**config.mk**
```make
export PLATFORM = sky130hd
export DESIGN_NAME = pixel_align_ctrl
export DESIGN_NICKNAME = d
export VERILOG_FILES = /design/src/rtl/pixel_pkg.sv /design/src/rtl/pixel_delay_cnt.sv /design/src/rtl/pixel_align_ctrl.sv
export SDC_FILE = /design/constraint.sdc
export NUM_CORES = 1
export LEC_CHECK = 0
export BUFFER_PORTS_ARGS = -buffer_cell sky130_fd_sc_hd__buf_2
export CAP_MARGIN = 30
export CORE_MARGIN = 4
export CORE_UTILIZATION = 45
export DETAILED_ROUTE_END_ITERATION = 6
export PLACE_DENSITY = 0.71
export SLEW_MARGIN = 20
export SYNTH_ARGS = -nofsm -noshare
export SYNTH_HDL_FRONTEND = slang
export SYNTH_SLANG_ARGS = --single-unit
```
**constraint.sdc**
```tcl
create_clock -name clk_slow -period 8.6 [get_ports clk_slow]
set_input_delay 1.29 -clock clk_slow [delete_from_list [all_inputs] [get_ports clk_slow]]
set_output_delay 1.29 -clock clk_slow [all_outputs]
set_load 0.005 [all_outputs]
```
**src/rtl/pixel_pkg.sv**
```systemverilog
// Shared types and default constants for the pixel deserializer alignment controller.
// Widths are derived from the delays so that each counter is just wide enough.
package pixel_pkg;

    localparam int WORD_W = 7;
    localparam logic [WORD_W-1:0] CLK_PATTERN_DEF = 7'b1100011;

    localparam int RST_CYCLES_DEF    = 16;
    localparam int SETTLE_CYCLES_DEF = 8;
    localparam int SLIP_WAIT_DEF     = 4;
    localparam int MATCH_COUNT_DEF   = 16;
    localparam int MAX_SLIPS_DEF     = 14;
    localparam int ERR_THRESH_DEF    = 4;
    localparam int RETRY_DELAY_DEF   = 256;

    localparam int SLIP_W = 4;

    typedef enum logic [3:0] {
        ST_IDLE,
        ST_DRST,
        ST_SETTLE,
        ST_CHECK,
        ST_SLIP,
        ST_SWAIT,
        ST_VERIFY,
        ST_ALIGNED,
        ST_FAIL
    } state_e;

    // Counters hold N-1 down to 0, so clog2(N) bits suffice.
    function automatic int cnt_width(input int max_val);
        return (max_val < 2) ? 1 : $clog2(max_val);
    endfunction

    function automatic int max_delay(input int a, input int b, input int c, input int d);
        int m;
        m = a;
        if (b > m) m = b;
        if (c > m) m = c;
        if (d > m) m = d;
        return m;
    endfunction

    localparam int DLY_W = cnt_width(max_delay(RST_CYCLES_DEF, SETTLE_CYCLES_DEF,
                                               SLIP_WAIT_DEF, RETRY_DELAY_DEF));

endpackage

```
**src/rtl/pixel_delay_cnt.sv**
```systemverilog
// Loadable down-counter shared by the timed FSM states; done_o is high at zero.
module pixel_delay_cnt
    import pixel_pkg::*;
#(
    parameter int W = DLY_W
) (
    input  logic         clk_slow,
    input  logic         rst_n,
    input  logic         load_i,
    input  logic [W-1:0] load_val_i,
    output logic         done_o
);

    logic [W-1:0] count_q;

    // NOTE: sequential state is written only with non-blocking assignments so every
    // register samples the pre-edge values, independent of process ordering.
    always_ff @(posedge clk_slow or negedge rst_n) begin
        if (!rst_n) begin
            count_q <= '0;
        end else if (load_i) begin
            count_q <= load_val_i;
        end else if (count_q != '0) begin
            count_q <= count_q - W'(1);
        end
    end

    assign done_o = (count_q == '0);

endmodule

```
**src/rtl/pixel_align_ctrl.sv**
```systemverilog
// Training and supervision FSM for the 4-lane 7:1 pixel deserializer: reset, bitslip
// search on the clock lane, qualification of alignment, and link monitoring.
module pixel_align_ctrl
    import pixel_pkg::*;
#(
    parameter logic [WORD_W-1:0] CLK_PATTERN   = CLK_PATTERN_DEF,
    parameter int                RST_CYCLES    = RST_CYCLES_DEF,
    parameter int                SETTLE_CYCLES = SETTLE_CYCLES_DEF,
    parameter int                SLIP_WAIT     = SLIP_WAIT_DEF,
    parameter int                MATCH_COUNT   = MATCH_COUNT_DEF,
    parameter int                MAX_SLIPS     = MAX_SLIPS_DEF,
    parameter int                ERR_THRESH    = ERR_THRESH_DEF,
    parameter int                RETRY_DELAY   = RETRY_DELAY_DEF
) (
    input  logic              clk_slow,
    input  logic              rst_n,
    input  logic              locked,
    input  logic [WORD_W-1:0] clk_word,
    input  logic              word_valid,
    input  logic              retrain,
    output logic              deser_rst,
    output logic              bitslip,
    output logic              aligned,
    output logic              align_err,
    output logic [SLIP_W-1:0] slip_count
);

    localparam int DLY_W_L = cnt_width(max_delay(RST_CYCLES, SETTLE_CYCLES, SLIP_WAIT, RETRY_DELAY));
    localparam int MATCH_W = cnt_width(MATCH_COUNT);
    localparam int ERR_W   = cnt_width(ERR_THRESH);

    state_e               state_q, state_d;
    logic [SLIP_W-1:0]    slip_q, slip_d;
    logic [MATCH_W-1:0]   match_q, match_d;
    logic [ERR_W-1:0]     err_q, err_d;
    logic                 deser_rst_q, bitslip_q, aligned_q, align_err_q;
    logic                 is_match, is_mismatch, slips_left;
    logic                 entering, dly_done;
    logic [DLY_W_L-1:0]   dly_val;

    assign is_match    = word_valid && (clk_word == CLK_PATTERN);
    assign is_mismatch = word_valid && (clk_word != CLK_PATTERN);
    assign slips_left  = (slip_q < SLIP_W'(MAX_SLIPS));

    // NOTE: every combinational output gets a default before any branch, so no
    // path leaves a signal unassigned and no latch is inferred.
    always_comb begin : next_state
        state_d = state_q;
        if (!locked) begin
            state_d = ST_IDLE;
        end else if (retrain && (state_q != ST_IDLE)) begin
            state_d = ST_DRST;
        end else begin
            case (state_q)
                ST_IDLE:   state_d = ST_DRST;
                ST_DRST:   if (dly_done) state_d = ST_SETTLE;
                ST_SETTLE: if (dly_done) state_d = ST_CHECK;
                ST_CHECK: begin
                    if (is_match)         state_d = ST_VERIFY;
                    else if (is_mismatch) state_d = slips_left ? ST_SLIP : ST_FAIL;
                end
                ST_SLIP:   state_d = ST_SWAIT;
                ST_SWAIT:  if (dly_done) state_d = ST_CHECK;
                ST_VERIFY: begin
                    if (is_match && (match_q == MATCH_W'(MATCH_COUNT - 1))) state_d = ST_ALIGNED;
                    else if (is_mismatch) state_d = slips_left ? ST_SLIP : ST_FAIL;
                end
                ST_ALIGNED: begin
                    if (is_mismatch && (err_q == ERR_W'(ERR_THRESH - 1))) state_d = ST_DRST;
                end
                ST_FAIL:   if (dly_done) state_d = ST_DRST;
                default:   state_d = ST_IDLE;
            endcase
        end
    end

    // A retrain while already in DRST counts as a fresh entry and restarts the hold.
    assign entering = (state_d != state_q) || ((state_d == ST_DRST) && locked && retrain);

    always_comb begin : delay_select
        dly_val = '0;
        case (state_d)
            ST_DRST:   dly_val = DLY_W_L'(RST_CYCLES - 1);
            ST_SETTLE: dly_val = DLY_W_L'(SETTLE_CYCLES - 1);
            ST_SWAIT:  dly_val = DLY_W_L'(SLIP_WAIT - 1);
            ST_FAIL:   dly_val = DLY_W_L'(RETRY_DELAY - 1);
            default:   dly_val = '0;
        endcase
    end

    pixel_delay_cnt #(
        .W (DLY_W_L)
    ) u_delay (
        .clk_slow   (clk_slow),
        .rst_n      (rst_n),
        .load_i     (entering),
        .load_val_i (dly_val),
        .done_o     (dly_done)
    );

    always_comb begin : counters_next
        match_d = '0;
        if (state_d == ST_VERIFY) begin
            match_d = (state_q == ST_VERIFY) ? (match_q + MATCH_W'(is_match)) : MATCH_W'(1);
        end

        err_d = '0;
        if ((state_d == ST_ALIGNED) && (state_q == ST_ALIGNED)) begin
            err_d = is_match ? '0 : (err_q + ERR_W'(is_mismatch));
        end

        slip_d = slip_q;
        if (entering && (state_d == ST_DRST)) begin
            slip_d = '0;
        end else if (entering && (state_d == ST_SLIP) && slips_left) begin
            slip_d = slip_q + SLIP_W'(1);
        end
    end

    // Outputs are decoded from the next state so each one is a clean flop output.
    always_ff @(posedge clk_slow or negedge rst_n) begin
        if (!rst_n) begin
            state_q     <= ST_IDLE;
            slip_q      <= '0;
            match_q     <= '0;
            err_q       <= '0;
            deser_rst_q <= 1'b1;
            bitslip_q   <= 1'b0;
            aligned_q   <= 1'b0;
            align_err_q <= 1'b0;
        end else begin
            state_q     <= state_d;
            slip_q      <= slip_d;
            match_q     <= match_d;
            err_q       <= err_d;
            deser_rst_q <= (state_d == ST_IDLE) || (state_d == ST_DRST);
            bitslip_q   <= (state_d == ST_SLIP);
            aligned_q   <= (state_d == ST_ALIGNED);
            align_err_q <= (state_d == ST_FAIL);
        end
    end

    assign deser_rst  = deser_rst_q;
    assign bitslip    = bitslip_q;
    assign aligned    = aligned_q;
    assign align_err  = align_err_q;
    assign slip_count = slip_q;

endmodule
```
## Yosys cells after proc, flatten, opt, wreduce, memory -nomap -nowiden

Cells that the tools add are included.

- Flip-flop bits (word level): 26
- Bits in latches: 0
- Memory bits (writable): 0
- Bits in read-only memories: 0
- Output and inout bits: 8
- Memories: 0

- Add/sub/neg operators: 4
- Multipliers: 0
- Div/mod/pow operators: 0
- $lt $le $gt $ge: 1
- Equality and inequality tests: 20
- Shift-type cells: 0
- Multiplexer cells: 20
- Bitwise operators: 0
- Reductions and logical operators: 21

Operator list:

| cell | number |
|---|---|
| $mux 4 | 14 |
| $eq 4x3->1 const B | 8 |
| $pmux 4 s8 | 1 |
| $pmux 8 s4 | 1 |
| $mux 8 | 2 |
| $eq 4x2->1 const B | 3 |
| $eq 4x4->1 const B | 3 |
| $logic_and 1x1->1 | 11 |
| $eq 4x1->1 const B | 2 |
| $logic_not 4->1 | 2 |
| $logic_not 8->1 | 1 |
| $reduce_bool 8->1 | 1 |
| $sub 8x1->8 const B | 1 |
| $eq 7x7->1 const B | 1 |
| $ne 7x7->1 const B | 1 |
| $add 4x1->4 | 1 |
| $add 4x1->4 const B | 1 |
| $lt 4x4->1 const B | 1 |
| $mux 2 | 2 |
| $ne 4x4->1 | 1 |
| $reduce_bool 2->1 | 2 |
| $reduce_bool 4->1 | 1 |
| $add 2x1->2 | 1 |
| $eq 2x2->1 const B | 1 |
| 2 further kinds | 3 |

## Longest topological paths before layout

- Depth after elaboration: 15
- Depth in mapped cells: 11
- Mapped depth without buffers: 9

## Hierarchy

Synthesis repeated with hierarchy kept, for this count alone.

- Cells, all modules: 193
- Area, all modules: 1873.0 um^2

By module, submodules not included:

| module | times used | cells an instance | area each (um^2) |
|---|---|---|---|
| pixel_align_ctrl | 1 | 139 | 1396.3 |
| pixel_delay_cnt | 1 | 54 | 476.7 |

## Least setup slack after synthesis

OpenSTA, ideal clock, no wires.

- Kind: input -> register
- From: input clk_word[4]
- To: register slip_q[0] (netlist: slip_count[0])
- Arrival time: 3.280 ns
- Required time: 8.474 ns
- Setup slack: 5.194 ns
- Stages on the path: 8
- Path buffers: 1
- Cells stage by stage: nand4bb_4 or2_2 a211oi_1 o41ai_2 or4_1 buf_2 and3_1 a311o_1

- Cells in the longest elaborated chain, start to end: 14
- Elaborated cells between the ends (all ways): 24
- Those cells by class: eq/ne: 5; mux: 8; reduce/logical: 11

RTL lines:

| element | line | text |
|---|---|---|
| start, declared | pixel_align_ctrl.sv:18 | `input logic [WORD_W-1:0] clk_word,` |
| $ne 7x7->1 or $eq 7x7->1 (tied branches) | pixel_align_ctrl.sv:42, pixel_align_ctrl.sv:41 |  |
| $logic_and 1x1->1 (on tied branches) | pixel_align_ctrl.sv:42, pixel_align_ctrl.sv:41 |  |
| $mux 4, or another cell as far along | pixel_align_ctrl.sv:60, pixel_align_ctrl.sv:66 |  |
| $mux 4 (on tied branches) | pixel_align_ctrl.sv:65, pixel_align_ctrl.sv:59, pixel_align_ctrl.sv:69 |  |
| $pmux 4 s8 * | pixel_align_ctrl.sv:54 | `case (state_q)` |
| $mux 4 * | pixel_align_ctrl.sv:51 | `end else if (retrain && (state_q != ST_IDLE)) begin` |
| $mux 4 * | pixel_align_ctrl.sv:49 | `if (!locked) begin` |
| $eq 4x1->1 | pixel_align_ctrl.sv:78, pixel_align_ctrl.sv:113 |  |
| $logic_and 1x1->1 (2 in series) | pixel_align_ctrl.sv:78 | `assign entering = (state_d != state_q) \|\| ((state_d == ST_DRST) && locked && retrain);` |
| $logic_or 1x1->1 | pixel_align_ctrl.sv:78 |  |
| $logic_and 1x1->1 (2 in series) | pixel_align_ctrl.sv:115 | `end else if (entering && (state_d == ST_SLIP) && slips_left) begin` |
| $reduce_bool 2->1 (no source line) | n/a |  |
| end signal, assigned | pixel_align_ctrl.sv:133 | `slip_q <= slip_d;` |
| end, declared | pixel_align_ctrl.sv:33 | `logic [SLIP_W-1:0] slip_q, slip_d;` |

Mark *: on every way between the ends. The rest lies on a longest branch, timed or not.
A chain may end at the register's enable or synchronous reset.

## Final worst setup path

Ends and elaborated chain as after synthesis.

==> flow_metrics.py <==
metrics = {
    "run_status": {
        "status": "completed",
    },
    "global_routing": {
        "grt_usage": 0.1638,
        "grt_pass1_wl_mm": 6.541,
        "use_met3": 0.03741,
        "busiest_layer": "met2",
        "use_met1": 0.2313,
        "grtUsageMet2": 0.2455,
        "grt_max_degree": 27,
        "antenna_found_initial": 0,
        "overflow": 0,
        "grt_pass1_vias": 1357,
    },
    "logic_synthesis": {
        "synth_top_area_frac": 0.3608,
        "synth.area.top_cells": "dfrtp_1 (36%), xnor2_1 (3.5%), a21oi_1 (3.2%), ha_1 (2.9%), o21ai_0 (2.9%)",
        "synth_edf_count": 0,
        "async_flop_share": 1.000,
        "syn_area_um2": 1734,
        "syn_nets": 203,
        "synthFlopType": "dfrtp_1",
        "yosysUniqueCellTypes": 54,
        "ys_warn_count": 0,
        "synth.avg_cell_area_um2": 9.274,
        "syn_inst": 187,
        "yosys.area.top_type": "dfrtp_1",
        "ys_seq_area_frac": 0.3759,
        "synth_seq_cells": 26,
    },
    "clock_tree": {
        "cts_sinks": 26,
        "cts_tree": "yes",
        "clkLatencyLatePin_ns": 0.28,
        "post_cts.repair.setup_buffers": 0,
        "root_buffer": "clkbuf_8",
        "clk_path_buf_depth": 2,
        "cts-resized-gates": 0,
        "path_clk_slew_ns": 0.09,
        "htree_levels": 1,
        "hold_buffers": 0,
        "cts_made_buffers": 3,
    },
    "finish": {
        "drive_gt1_frac": 0.1724,
        "final_cells": 251,
        "nFillCells": 368,
        "fin_nets": 220,
        "regArea_um2": 651.9,
        "antenna_cells": 0,
        "final_cell_mix": "dfrtp_1 (25), buf_2 (19), nor2_1 (12), inv_1 (12), nand2_1 (12)",
        "multi_input_area_um2": 991.0,
        "area.growth.synth_to_final_pct": 10.39,
        "layout.cells.most_common": "dfrtp_1",
    },
    "worst_hold_path": {
        "hold_class": "register to register",
    },
    "setup_path": {
        "cp_max_fo": 7,
        "start_kind": "primary input",
        "cp_data_arrival_time_ns": 3.59,
        "crit_type": "primary input to register",
        "critical_path_required_ns": 8.77,
        "crit_path_end_kind": "register",
    },
    "power_and_ir_drop": {
        "p_leak_uw": 0.0008591,
        "power_density_nw_per_um2": 167.7,
        "ir_drop_uv": 114.0,
    },
    "drt": {
        "remaining_drc_errors": 0,
        "wl_per_cell_um": 15.33,
        "vias": 1479,
        "drt_first_pass_iters": 4,
        "drt_iter0_drc": 62,
        "drt-total-wl_mm": 3.849,
        "drtAntennaViolNets": 0,
        "vias_per_cell": 5.892,
    },
    "timing": {
        "layout_min_cycle_time_ns": 3.420,
        "setup_viol": 0,
        "setup_tns_ns": 0,
        "maxSlewHeadroom": 0.5941,
        "rsz0062_at_grt": "no",
        "worstMarginPinSlew_ns": 0.6022,
        "max_freq_ghz": 0.2924,
        "period_share": 0.3977,
        "finalMaxSlewViolations": 0,
        "final_hold_viol_count": 0,
        "clock-skew-final_ns": 0.003323,
    },
    "placed_design": {
        "place_hpwl_mm": 2.817,
        "place_congestion": 0.8590,
        "placedCellCount": 247,
        "portBuffers": 19,
    },
    "floorplan": {
        "initial_core_util": 0.4701,
        "fp.dieArea_um2": 4911,
        "coreArea_um2": 3689,
        "rows": 22,
        "die_w_um": 70.08,
        "fp.dieH_um": 70.08,
        "ios": 20,
    },
    "flow_run": {
        "cap_violations": 0,
    },
}
==> synth_stat cells, types with 2 or more instances <==
library cell  count
nor3b_1           4
o31ai_1           3
buf_4             2
mux2i_1           2
a31o_2            3
xnor2_1           7
a21oi_1          11
o211ai_1          2
mux2_2            2
nand4_1           2
nand3b_1          2
xor2_1            4
nand4b_1          2
ha_1              4
o21ai_0          10
nand3_1           8
and3_1            6
inv_1            12
nor2_1           12
nor4_1            3
o221ai_1          2
nor3_1            8
a31oi_1           2
nand2b_1          5
buf_2             4
dfrtp_1          25
o32a_1            2
nand2_1          12
==> logic make-up after synthesis <==
kind of cell    after synthesis  share of synthesized area
simple gates                 74                     0.2489
compound gates               49                     0.2136
flops                        26                     0.3759
buf+inv                      19                    0.05267
xor+xnor                     11                    0.05555
mux                           4                    0.02453
fa+ha+maj                     4                    0.02886
==> final cells by class <==
type | instances | area share
Clock buffer | 3 | 0.02157
Clock inverter | 1 | 0.01569
Inverter | 12 | 0.02353
Multi-Input combinational cell | 142 | 0.5176
Sequential cell | 26 | 0.3405
Tap cell | 48 | 0.03137
Timing Repair Buffer | 19 | 0.04967
==> stage by stage <==
step	power [µW]	utilization	hold slack, ns	setup slack (ns)	cell area, µm²
2_1_floorplan	205.5	-	0.5049	5.194	1734
3_3_place_gp	220.7	0.4997	0.5243	5.005	1843
3_5_place_dp	221.6	0.4997	0.5372	4.918	1843
4_1_cts	324.0	0.5190	0.5626	5.228	1914
5_1_grt	342.0	0.5190	0.6008	5.075	1914
6_report	321.1	0.5190	0.5585	5.180	1914
==> worst max-delay path, stage by stage <==
cell	delay [ns]
buf_2	0.09
nand4bb_4	0.25
or2_2	0.33
o211a_1	0.22
o41ai_2	0.62
nand3_1	0.27
and3_1	0.25
a311o_1	0.26
==> registers in the layout (all words and copies together), names as in the netlist <==
name	count
align_err	1
aligned	1
bitslip	1
deser_rst	1
err_q	2
match_q	4
slip_count	4
state_q	4
u_delay.count_q	8
==> routing by layer <==
metal / up-vias / wire length (µm)
met3: 7 / 213
met4: 0 / 64
met5: - / 0
met1: 702 / 1814
met2: 44 / 1757
li1: 726 / -
==> power by group <==
part / total [µW] / internal, µW / leakage (µW) / switching [µW]
combinational: 74.0 / 33.8 / 0.000476 / 40.1
clock: 101 / 62.4 / 0.0000357 / 38.8
sequential: 146 / 133 / 0.000348 / 13.2
total: 321 / 229 / 0.000859 / 92.2
==> path summary, 6_finish.rpt <==
kind                       depth (start not counted)          startpoint             to  slack [ns]
min reg2reg                                        1       slip_count[2]  slip_count[2]        0.56
max reg2reg                                        7  u_delay.count_q[2]  slip_count[0]        5.55
min in group asynchronous                          1               rst_n     match_q[0]        0.99
max in group asynchronous                          1               rst_n      deser_rst        7.23
max                                                8         clk_word[4]  slip_count[0]        5.18
min                                                1       slip_count[2]  slip_count[2]        0.56
No activity file was read; power rests on OpenSTA's default activity.
